## src/rtl/arm_controller.sv

```systemverilog
// Control unit for a single-cycle ARM datapath.
// It decodes Instr[31:12], evaluates the condition field against the
// registered NZCV flags, and gates every state-changing strobe. It also
// keeps a sticky illegal-instruction status bit.
module arm_controller #(
  parameter logic [3:0] FLAG_RESET = 4'b0000
) (
  input  logic        clk,
  input  logic        reset,
  input  logic [19:0] Instr,
  input  logic [3:0]  ALUFlags,
  output logic [1:0]  RegSrc,
  output logic        RegWrite,
  output logic [1:0]  ImmSrc,
  output logic        ALUSrc,
  output logic [1:0]  ALUControl,
  output logic        MemtoReg,
  output logic        MemWrite,
  output logic        PCSrc,
  output logic [3:0]  Flags,
  output logic        illegal
);

  // Instruction fields. Bit positions are relative to Instr[31:12].
  logic [3:0] cond;
  logic [1:0] op;
  logic [5:0] funct;
  logic [3:0] rd;
  logic [3:0] cmd;

  assign cond  = Instr[19:16];
  assign op    = Instr[15:14];
  assign funct = Instr[13:8];
  assign rd    = Instr[3:0];
  assign cmd   = funct[4:1];

  // Raw decode results, before condition and legality gating.
  logic [1:0] reg_src_dec;
  logic [1:0] imm_src_dec;
  logic       alu_src_dec;
  logic [1:0] alu_ctrl_dec;
  logic       memtoreg_dec;
  logic       regw_dec;
  logic       memw_dec;
  logic       branch_dec;
  logic [1:0] flagw_dec;
  logic       illegal_dec;
  logic       pcs_dec;

  logic       illegal_now;
  logic       cond_ex;
  logic       strobe_en;

  logic [3:0] flags_reg;
  logic [3:0] flags_next;
  logic [1:0] flag_we;
  logic       illegal_reg;

  // Main opcode/function decode.
  always_comb begin
    reg_src_dec  = 2'b00;
    imm_src_dec  = 2'b00;
    alu_src_dec  = 1'b0;
    alu_ctrl_dec = 2'b00;
    memtoreg_dec = 1'b0;
    regw_dec     = 1'b0;
    memw_dec     = 1'b0;
    branch_dec   = 1'b0;
    flagw_dec    = 2'b00;
    illegal_dec  = 1'b0;
    case (op)
      2'b00: begin
        // Data processing: funct[5] selects an immediate operand.
        alu_src_dec = funct[5];
        regw_dec    = 1'b1;
        case (cmd)
          4'b0100: alu_ctrl_dec = 2'b00;  // ADD
          4'b0010: alu_ctrl_dec = 2'b01;  // SUB
          4'b0000: alu_ctrl_dec = 2'b10;  // AND
          4'b1100: alu_ctrl_dec = 2'b11;  // ORR
          default: illegal_dec  = 1'b1;
        endcase
        // Logical ops only touch NZ. Arithmetic ops also update CV.
        flagw_dec[1] = funct[0];
        flagw_dec[0] = funct[0] & ((cmd == 4'b0100) | (cmd == 4'b0010));
      end
      2'b01: begin
        // Memory: register-offset forms (funct[5]=1) are not supported.
        if (funct[5]) begin
          illegal_dec = 1'b1;
        end else begin
          alu_src_dec  = 1'b1;
          imm_src_dec  = 2'b01;
          alu_ctrl_dec = funct[3] ? 2'b00 : 2'b01;
          if (funct[0]) begin
            regw_dec     = 1'b1;
            memtoreg_dec = 1'b1;
          end else begin
            reg_src_dec = 2'b10;
            memw_dec    = 1'b1;
          end
        end
      end
      2'b10: begin
        // Branch: the link form has no return-address path, so it is rejected.
        if (funct[4]) begin
          illegal_dec = 1'b1;
        end else begin
          reg_src_dec = 2'b01;
          imm_src_dec = 2'b10;
          alu_src_dec = 1'b1;
          branch_dec  = 1'b1;
        end
      end
      default: illegal_dec = 1'b1;
    endcase
  end

  assign pcs_dec     = branch_dec | (regw_dec & (rd == 4'b1111));
  assign illegal_now = illegal_dec | (cond == 4'b1111);

  // Condition check uses the registered flags, i.e. the values before this
  // instruction updates them.
  always_comb begin
    logic n, z, c, v;
    {n, z, c, v} = flags_reg;
    cond_ex = 1'b0;
    case (cond)
      4'b0000: cond_ex = z;
      4'b0001: cond_ex = ~z;
      4'b0010: cond_ex = c;
      4'b0011: cond_ex = ~c;
      4'b0100: cond_ex = n;
      4'b0101: cond_ex = ~n;
      4'b0110: cond_ex = v;
      4'b0111: cond_ex = ~v;
      4'b1000: cond_ex = c & ~z;
      4'b1001: cond_ex = ~c | z;
      4'b1010: cond_ex = (n == v);
      4'b1011: cond_ex = (n != v);
      4'b1100: cond_ex = ~z & (n == v);
      4'b1101: cond_ex = z | (n != v);
      4'b1110: cond_ex = 1'b1;
      default: cond_ex = 1'b0;
    endcase
  end

  // A strobe fires only for a legal instruction whose condition passes, and
  // never while reset is held.
  assign strobe_en = cond_ex & ~illegal_now & ~reset;

  assign RegWrite = regw_dec & strobe_en;
  assign MemWrite = memw_dec & strobe_en;
  assign PCSrc    = pcs_dec & strobe_en;

  // Non-strobe outputs follow decode but are forced low for illegal encodings.
  assign RegSrc     = illegal_now ? 2'b00 : reg_src_dec;
  assign ImmSrc     = illegal_now ? 2'b00 : imm_src_dec;
  assign ALUSrc     = illegal_now ? 1'b0  : alu_src_dec;
  assign ALUControl = illegal_now ? 2'b00 : alu_ctrl_dec;
  assign MemtoReg   = illegal_now ? 1'b0  : memtoreg_dec;

  // NZ and CV each have an independent write enable. An unselected half keeps
  // its old value.
  generate
    for (genvar gi = 0; gi < 2; gi++) begin : g_flag_half
      assign flag_we[gi] = flagw_dec[gi] & strobe_en;
      assign flags_next[2*gi+1:2*gi] = flag_we[gi] ? ALUFlags[2*gi+1:2*gi]
                                                   : flags_reg[2*gi+1:2*gi];
    end
  endgenerate

  // NZCV register. Reset wins over any pending update.
  always_ff @(posedge clk) begin
    if (reset) flags_reg <= FLAG_RESET;
    else       flags_reg <= flags_next;
  end

  // Sticky illegal status. It sets whatever the condition outcome and clears
  // only on reset.
  always_ff @(posedge clk) begin
    if (reset)            illegal_reg <= 1'b0;
    else if (illegal_now) illegal_reg <= 1'b1;
  end

  assign Flags   = flags_reg;
  assign illegal = illegal_reg;

endmodule

```

## config.mk

```make
export PLATFORM = sky130hd
export DESIGN_NAME = arm_controller
export DESIGN_NICKNAME = d
export VERILOG_FILES = /design/src/rtl/arm_controller.sv
export SDC_FILE = /design/constraint.sdc
export NUM_CORES = 1
export LEC_CHECK = 0
export BUFFER_PORTS_ARGS = -buffer_cell sky130_fd_sc_hd__buf_2
export CORE_MARGIN = 2
export CORE_UTILIZATION = 46
export CTS_BUF_LIST = sky130_fd_sc_hd__clkbuf_4 sky130_fd_sc_hd__clkbuf_8 sky130_fd_sc_hd__clkbuf_16
export CTS_CLUSTER_DIAMETER = 200
export CTS_CLUSTER_SIZE = 10
export DETAILED_ROUTE_END_ITERATION = 12
export PLACE_DENSITY = 0.85
export SYNTH_ARGS = -nofsm -noshare
export SYNTH_HDL_FRONTEND = slang
export SYNTH_SLANG_ARGS = --single-unit
```

## constraint.sdc

```tcl
create_clock -name clk -period 3.8 [get_ports clk]
set_input_delay 0.76 -clock clk [delete_from_list [all_inputs] [get_ports clk]]
set_output_delay 0.76 -clock clk [all_outputs]
set_load 0.05 [all_outputs]
```

Yosys cells after proc, flatten, opt, wreduce, memory -nomap -nowiden
Cells that the tools add are included.
{ "word_totals": {"register_bits": 5, "out_inout_bits": 16, "wordCells": 85, "input_bits": 26} }
{ "op_classes": {"reduce_logical": 4, "n_eq_ne": 23, "n_mux": 33, "n_bitwise": 22} }
{ "ops": {"columns": ["cell", "count"], "rows": [
  ["$eq A4 B4 Y1 const B", 10],
  ["$eq A4 B3 Y1 const B", 5],
  ["$mux W1", 18],
  ["$pmux W1 S15", 1],
  ["$mux W2", 7],
  ["$eq A4 B2 Y1 const B", 3],
  ["$pmux W2 S2", 3],
  ["$and A1 B1 Y1", 11],
  ["$logic_not A4 Y1", 2],
  ["$not A1 Y1", 6],
  ["$pmux W1 S3", 2],
  ["$pmux W2 S3", 1],
  ["$or A1 B1 Y1", 5],
  ["$eq A4 B1 Y1 const B", 1],
  ["$reduce_or A4 Y1", 1],
  ["$eq A2 B1 Y1 const B", 1],
  ["$eq A2 B2 Y1 const B", 1],
  ["$logic_not A2 Y1", 1],
  ["$pmux W1 S2", 1],
  ["$eq A1 B1 Y1", 1],
  ["$ne A1 B1 Y1", 1]
]} }

Longest topological paths before layout
Gate-level depths: netlist of run 1.
{ "logic_depth": {"depth_word": 9, "ltp_mapped": 7, "ltp_nobuf": 7} }

Worst setup path before layout of run 1
OpenSTA, ideal clock, no wires.
{ "synth_path": {"kind": "input port to output port", "from": "in Instr[14]", "to": "out MemtoReg", "arrival_time_ns": 2.756, "t_required_ns": 3.040, "path_stages": 6, "n_path_buf": 0, "slack_ns": 0.284, "path_cell_list": "inv_1 > ha_1 > a221o_1 > a41oi_2 > nand2_2 > nor3_1"} }
{ "synth_between": {"elab_chain_cells": 4, "word_cells_on_any_way": 7, "classes_between": "eq/ne: 2; mux: 3; bitwise: 1; reduce/logical: 1"} }
{ "synth_rtl": {"columns": ["item", "line", "source"], "rows": [
  ["start: declaration", "10", "input logic [19:0] Instr,"],
  ["$eq A2 B2 Y1, or another cell as far along", "71", "case (op)"],
  ["$pmux W1 S3", "71", null],
  ["$or A1 B1 Y1", "120", "assign illegal_now = illegal_dec | (cond == 4'b1111);"],
  ["$mux W1 (*)", "161", "assign MemtoReg = illegal_now ? 1'b0 : memtoreg_dec;"],
  ["end: declaration", "17", "output logic MemtoReg,"]
]} }
Mark *: on every way between the ends. The rest lies on a longest branch, timed or not.

Worst setup path in the final report of run 1
{ "layout_path": {"from": "in Instr[14]", "to": "out MemWrite"} }
{ "layout_between": {"elab_chain_cells": 7, "word_cells_on_any_way": 10, "classes_between": "eq/ne: 2; mux: 2; bitwise: 5; reduce/logical: 1"} }
{ "layout_rtl": {"columns": ["item", "line", "source"], "rows": [
  ["$eq A2 B2 Y1, or another cell as far along", "71", null],
  ["$pmux W1 S3", "71", null],
  ["$or A1 B1 Y1", "120", null],
  ["$not A1 Y1", "150", "assign strobe_en = cond_ex & ~illegal_now & ~reset;"],
  ["$and A1 B1 Y1 (2 in series)", "150", null],
  ["$and A1 B1 Y1 (*)", "153", "assign MemWrite = memw_dec & strobe_en;"],
  ["end: declaration", "18", "output logic MemWrite,"]
]} }
Marked as above.

==> impl_results.md, run 1 <==
- Fin area: 923 sq um
- Top cell type's share of synthesized area: 13.7%
- CP dominant cell by count: buf_2
- Port bufs: 37
- Largest register FFs: 4
- Max clock buf depth: 2
- Initial antenna violation count: 0
- Post-Place Cell Area: 896 sq um
- Max Slew Vio Count: 0
- Max-cap violation count: 0
- RSZ-0062 raised after global routing: no
- CTS tree: yes
- Slew HR: 73.6%
- Power Density: 212 nW/um^2
- Starting Density: 48.7%
- Layout cells sized above 1: 37.1%
- Post_cts resized: 0
- Pre-Repair DR Iteration Count: 4
- Clk Latency, worst-skew pair: 0.25 ns
- Ranking of synthesized cells by area: dfxtp_1, ha_1, mux2i_1
- Status: finished clean
- Seq/Total Area, Yosys: 13.7%
- Final nets: 155
- Worst Path Buf+Inv: 3
- Core Rows: 14
- Mapped Cells: 88
- Setup Crit Path Kind: in -> out
- Chip Height: 43.9 microns
- DRC violations left: 0
- Per-cell routed wire length: 13.1 microns
- Syn nets: 118
- CTS root buffer: clkbuf_4
- # setup viols final: 0
- Crit-path leading delay family: compound AO/OA/AOI/OAI gates
- Ys flop type: dfxtp_1
- Mean post-synth cell area: 8.33 sq um
- Number of routed nets with antenna violations: 0
- Vias per cell: 5.88
- Num CTS Buffers: 3
- Area grow syn2layout: 25.9%
- CTS H-tree lvls: 1
- Via count: 823
- Dominant cell type by area after synthesis: dfxtp_1
- Post-synth EDFFs: 0
- Final min period: 3.47 ns
- Die footprint: 1930 sq um
- Post-CTS Hold Buffers: 0
- Core ar.: 1510 sq um
- Filler cell count: 146
- Hpwl dp: 1.48 mm
- Global route total overflow: 0
- Yosys cell types: 41
- Worst hold-check path type: reg -> reg
- First DRT Iteration DRCs: 24
- Critical path launch point type: input port
- N_diodes: 0
- Critical Path Sink Type: primary output
- Synth warn: 0
- Ys async rst share: 0%
- Required @ worst endpoint: 3.04 ns
- Post-Syn Area: 733 sq um
- Final WL: 1.84 mm
- Vias in the first global route: 698
- Max stage delay on crit path: 0.38 ns
- Most common cell after layout, fill and taps aside: buf_2
- First-pass GRT wire length: 2.82 mm
- Critical-path maximum fanout: 6
- Clock sink total: 5
- Pin count of the biggest net entering global routing: 13
- Worst-path cell with the longest stage delay: a311oi_1
- Reg clk slew, reported paths: 0.05 ns
- RePlAce Congestion: 0.792
- Maximum vdd drop: 0.000183 V
- Setup TNS: 0 ns
- Maximum operating frequency: 288 MHz
- GRT Total Usage: 18.7%
- Final hold violations: 0
- Most frequent cells in the layout: buf_2, nand2b_1
- Leakage: 0.449 nW
- Least-Margin Pin Slew: 0.393 ns
- Clock skew: 0.00931 ns
- Final Cycle Share: 91.4%
- CP Cell Sequence: buf_2 -> inv_1 -> ha_1 -> a221o_1 -> a41oi_2 -> nand2_2 -> a311oi_1 -> and3_1 -> buf_2
- Postcts setup bufs: 0
- Synth Register Bits: 5
- Ports: 42
- Critical path arrival: 2.71 ns
- Die W: 43.9 microns
## path summary, 6_finish.rpt
kind	endpoint	cells past startpoint	from	slack, ns
worst min register to register	illegal	2	illegal	0.48
worst min-delay path	illegal	2	illegal	0.48
worst max register to register	Flags[3]	5	Flags[3]	1.99
worst max-delay path	MemWrite	9	Instr[14]	0.33
## area by class of cell
cell class / instances / area, sq um / area share [%]
repair buffers: 37 / 185 / 20.1
clock buffers: 3 / 22.5 / 2.44
flip-flops and latches: 5 / 100 / 10.8
well taps: 16 / 20.0 / 2.17
inverters: 3 / 11.3 / 1.22
multi-input cells: 75 / 579 / 62.7
clock inverters: 1 / 5.00 / 0.542
## routing by layer
layer / vias to the layer above / wire length, microns / GRT usage (%)
met2: 28 / 965 / 32.4
met3: 4 / 88 / 3.33
met5: - / 0 / 0
li1: 404 / - / -
met1: 387 / 753 / 22.0
met4: 0 / 29 / 9.09
## tightest hold or removal path: stages, from the launching register on
cell and delay, ns:
dfxtp_1 0.32, nor2_1 0.05, nor2_1 0.07
## logic make-up after synthesis
family          after synthesis  share of synthesized area, %
buf+inv                       8                          7.34
xor+xnor                      3                          3.58
fa+ha+maj                     4                          6.83
flops                         5                          13.7
simple gates                 41                          34.1
compound gates               19                          23.0
mux                           8                          11.4
## metrics by stage
step	hold slack, ns	instances	setup slack [ns]	power, mW	util, %
finish	0.479	140	0.328	0.196	61.3
detailed placement	0.462	136	0.319	0.133	59.5
global placement	0.456	136	0.373	0.130	59.5
global route	0.535	140	0.202	0.206	61.3
floorplan	0.695	88	0.284	0.110	-
CTS	0.478	140	0.315	0.196	61.3
## synthesized netlist by cell type, types with 2 or more instances
library cell  count
buf_4             2
inv_1             3
a21oi_1           4
nor2_1            5
mux2_1            3
buf_6             2
mux2i_1           5
nor3b_1           3
and3_1            2
dfxtp_1           5
nand2b_1          7
nand2_1           3
nand3_1           3
nor3_1            2
nor2b_1           5
ha_1              4
nand3b_1          2
and3b_1           2
a31oi_1           3
xnor2_1           2
## power breakdown
group          switching, mW  internal (mW)
sequential           0.00101         0.0539
clock                 0.0251         0.0383
combinational         0.0486         0.0286
total                 0.0747          0.121
(Power assumes the default switching activity.)
==> inputs of run 2 (changes only) <==
Settings changed: CORE_UTILIZATION 46 to 40, PLACE_DENSITY 0.85 to 0.76.
==> run 2 against run 1 <==
Register-to-register slack improved by 0.03 ns. Fmax increased by 0.44%. First-iteration DRC count decreased by 46%. Total power increased by 4.3%. Combinational power decreased by 2%. Utilization decreased by 7.0 points. Critical path type unchanged. Largest cell class unchanged.
==> impl_results.md, run 2 (synthesis results as in run 1) <==
- Status: finished clean
- Most frequent cells in the layout: buf_2, nand2b_1
- Largest register FFs: 4
- CTS H-tree lvls: 1
- Final nets: 155
- RSZ-0062 raised after global routing: no
- Critical-path maximum fanout: 6
- Initial antenna violation count: 0
- Post_cts resized: 0
- Most common cell after layout, fill and taps aside: buf_2
- Area grow syn2layout: 27.8%
- DRC violations left: 0
- Clock skew: 0.00684 ns
- Postcts setup bufs: 0
- Power Density: 218 nW/um^2
- Die W: 46.8 microns
- Setup WS post-layout: 0.343 ns
- Ports: 42
- Vias per cell: 5.25
- Pre-Repair DR Iteration Count: 4
- N_diodes: 0
- Hpwl dp: 1.40 mm
- Starting Density: 42.5%
- Per-cell routed wire length: 11.6 microns
- Global route total overflow: 0
- Num CTS Buffers: 3
- Final WL: 1.73 mm
- First DRT Iteration DRCs: 13
- Critical Path Sink Type: primary output
- Clk Latency, worst-skew pair: 0.25 ns
- Final Cycle Share: 91.0%
- Reg area: 100 sq um
- Dpl ws: 0.313 ns
- Max Slew Vio Count: 0
- RePlAce Congestion: 0.815
- Setup Crit Path Kind: in -> out
- Setup TNS: 0 ns
- Critical path arrival: 2.70 ns
- # setup viols final: 0
- Leakage: 0.449 nW
- Core Rows: 15
- Max clock buf depth: 2
- Vias in the first global route: 675
- Die footprint: 2190 sq um
- Maximum vdd drop: 0.000151 V
- Reg clk slew, reported paths: 0.05 ns
- GRT Total Usage: 17.4%
- Layout cells sized above 1: 37.1%
- Core ar.: 1730 sq um
- Pin count of the biggest net entering global routing: 13
- Slew HR: 71.6%
- Worst hold-check path type: reg -> reg
- Maximum operating frequency: 289 MHz
- Final hold violations: 0
- Number of routed nets with antenna violations: 0
- Final min period: 3.46 ns
- First-pass GRT wire length: 2.70 mm
- Max-cap violation count: 0
- Post-CTS Hold Buffers: 0
- Least-Margin Pin Slew: 0.424 ns
- Required @ worst endpoint: 3.04 ns
- CTS root buffer: clkbuf_4
- Multi-input logic area: 579 sq um
- Port bufs: 37
- Chip Height: 46.8 microns
- Clock sink total: 5
- CTS tree: yes
- Via count: 782
- Filler cell count: 193
- Critical path launch point type: input port
## run 2: where the power goes
group	switching, mW	internal (mW)
Combinational	0.0475	0.0285
Clock	0.0258	0.0471
Sequential	0.00100	0.0540
Total	0.0743	0.130
## run 2: cell type report
cell class                 instances  area share (%)
sequential                         5            10.7
timing repair buffer              37            19.8
inverter                           3            1.20
multi-input combinational         75            61.8
clock buffer                       4            3.20
tap                               25            3.34
## run 2: final timing paths
kind	start	to	slack [ns]	cells after the start
setup reg to reg	Flags[3]	Flags[3]	2.02	5
hold / removal	illegal	illegal	0.47	2
hold reg to reg	illegal	illegal	0.47	2
setup / recovery	Instr[14]	MemWrite	0.34	9
## run 2: per-layer routing
layer	part of all wire, %	vias up	track usage (%)
met4	1.4	0	10.0
met5	0	-	0
li1	-	400	-
met1	43	358	21.1
met2	52	22	30.1
met3	3.8	2	1.15
## run 2: critical path, stage by stage
cell and delay [ns]:
buf_2 0.10, inv_1 0.06, ha_1 0.21, a221o_1 0.34, a41oi_2 0.25, nand2_2 0.15, a311oi_1 0.36, and3_1 0.20
buf_2 0.26
## run 2: through the flow
| stage | utilization (%) | area, sq um | power, mW | instances | hold WS [ns] |
|---|---|---|---|---|---|
| after floorplan | - | 733 | 0.110 | 88 | 0.695 |
| after global placement | 52.5 | 907 | 0.131 | 145 | 0.456 |
| final | 54.3 | 937 | 0.204 | 149 | 0.470 |
| after detailed placement | 52.5 | 907 | 0.132 | 145 | 0.456 |
| after CTS | 54.3 | 937 | 0.205 | 149 | 0.473 |
| after global routing | 54.3 | 937 | 0.215 | 149 | 0.503 |
==> inputs of run 3 (changes only) <==
Settings changed: ABC_CLOCK_PERIOD_IN_PS from default to 4200, RECOVER_POWER from default to 50.
Clock period 3.8 ns to 4.2 ns, I/O delays scaled along.
==> run 3 against run 2 <==
Cell count unchanged. Hold slack better by 0.0052 ns. Sequential power down 9.5%. Final area down 2.4%. Highest routed layer unchanged. Routed wire length up 1.7%. Critical path depth unchanged. Flip-flop and latch count unchanged. Total power down 10%.
==> impl_results.md, run 3 (synthesis results as in run 1) <==
- Status: finished clean
- Total power: 183 uW
- Max clock buf depth: 2
- Required @ worst endpoint: 3.36 ns
- Critical Path Sink Type: primary output
- First-pass GRT wire length: 2.68 mm
- # setup viols final: 0
- Pre-Repair DR Iteration Count: 4
- Layout cells sized above 1: 30.6%
- First DRT Iteration DRCs: 5
- Via count: 792
- Largest register FFs: 4
- Slew HR: 60.7%
- Number of routed nets with antenna violations: 0
- RSZ-0062 raised after global routing: no
- Port bufs: 37
- Maximum operating frequency: 265 MHz
- Initial antenna violation count: 0
- Chip Height: 46.8 microns
- Setup Crit Path Kind: in -> out
- Reg area: 100 sq um
- Num CTS Buffers: 3
- Setup TNS: 0 ns
- CTS root buffer: clkbuf_4
- Power Density: 200 nW/um^2
- Post_cts resized: 0
- Final hold violations: 0
- Postcts setup bufs: 0
- CTS tree: yes
- Multi-input logic area: 563 sq um
- R2r worst-path depth: 5
- Max-cap violation count: 0
- N_diodes: 0
- Vias in the first global route: 668
- Hpwl dp: 1.39 mm
- RePlAce Congestion: 0.814
- Global route total overflow: 0
- Hold depth: 2
- CTS H-tree lvls: 1
- Final WL: 1.75 mm
- GRT Total Usage: 17.3%
- Ports: 42
- Maximum vdd drop: 0.000142 V
- Clock sink total: 5
- Pin count of the biggest net entering global routing: 13
- Post-CTS Hold Buffers: 0
- Clock skew: 0.00557 ns
- Filler cell count: 195
- Starting Density: 42.5%
- Final min period: 3.77 ns
- Per-cell routed wire length: 11.8 microns
- Critical path arrival: 2.93 ns
- DRC violations left: 0
- Max Slew Vio Count: 0
- Die footprint: 2190 sq um
- Critical path launch point type: input port
- Die W: 46.8 microns
- Vias per cell: 5.32
- Most frequent cells in the layout: buf_2, nand2b_1
- Critical-path maximum fanout: 6
- Worst hold-check path type: reg -> reg
- Area grow syn2layout: 24.7%
- Reg clk slew, reported paths: 0.05 ns
- Core Rows: 15
- Final nets: 155
- Least-Margin Pin Slew: 0.593 ns
- Core ar.: 1730 sq um
- Final Cycle Share: 89.7%
- Leakage: 0.428 nW
- Most common cell after layout, fill and taps aside: buf_2
- Clk Latency, worst-skew pair: 0.26 ns
[run 3: cell count changes in the layout (fill, tap and decap cells not counted)]
cell and change:
nand2_1 +1, nand2_2 -1, buf_2 -5, a41oi_1 +1
a311oi_2 -1, a311oi_1 +1, clkbuf_1 +5, a41oi_2 -1
[run 3: worst paths after layout]
path,slack (ns),to,start
setup / recovery,0.43,MemWrite,Instr[14]
hold / removal,0.48,illegal,illegal
setup reg to reg,2.34,Flags[3],Flags[3]
hold reg to reg,0.48,illegal,illegal
[run 3: stage by stage]
step	area, sq um	setup WS (ns)	hold WS [ns]	utilization (%)	instances
after floorplan	733	0.524	0.695	-	88
after global placement	907	0.598	0.456	52.5	145
after detailed placement	907	0.572	0.461	52.5	145
after CTS	937	0.563	0.478	54.3	149
after global routing	915	0.207	0.504	53.0	149
final	915	0.433	0.476	53.0	149
[run 3: worst max-delay path, stage by stage]
cell and delay, ns:
buf_2 0.10, inv_1 0.06, ha_1 0.21, a221o_1 0.32, a41oi_1 0.31, nand2_1 0.24, a311oi_1 0.39, and3_1 0.20
buf_2 0.25
[run 3: final cells by class]
| cell class | count | area share [%] |
|---|---|---|
| inverter | 3 | 1.23 |
| multi-input combinational | 75 | 61.6 |
| clock buffer | 4 | 3.28 |
| timing repair buffer | 37 | 19.6 |
| sequential | 5 | 10.9 |
| tap | 25 | 3.42 |
[run 3: power breakdown]
group	internal, mW	switching, mW
Sequential	0.0488	0.000997
Clock	0.0426	0.0238
Combinational	0.0248	0.0418
Total	0.116	0.0666
[run 3: per-layer routing]
layer	vias to the layer above	global-route usage [%]	wire, microns
met5	-	0	0
met3	2	1.15	71
met4	0	10.0	27
li1	401	-	-
met2	23	30.1	901
met1	366	20.9	753
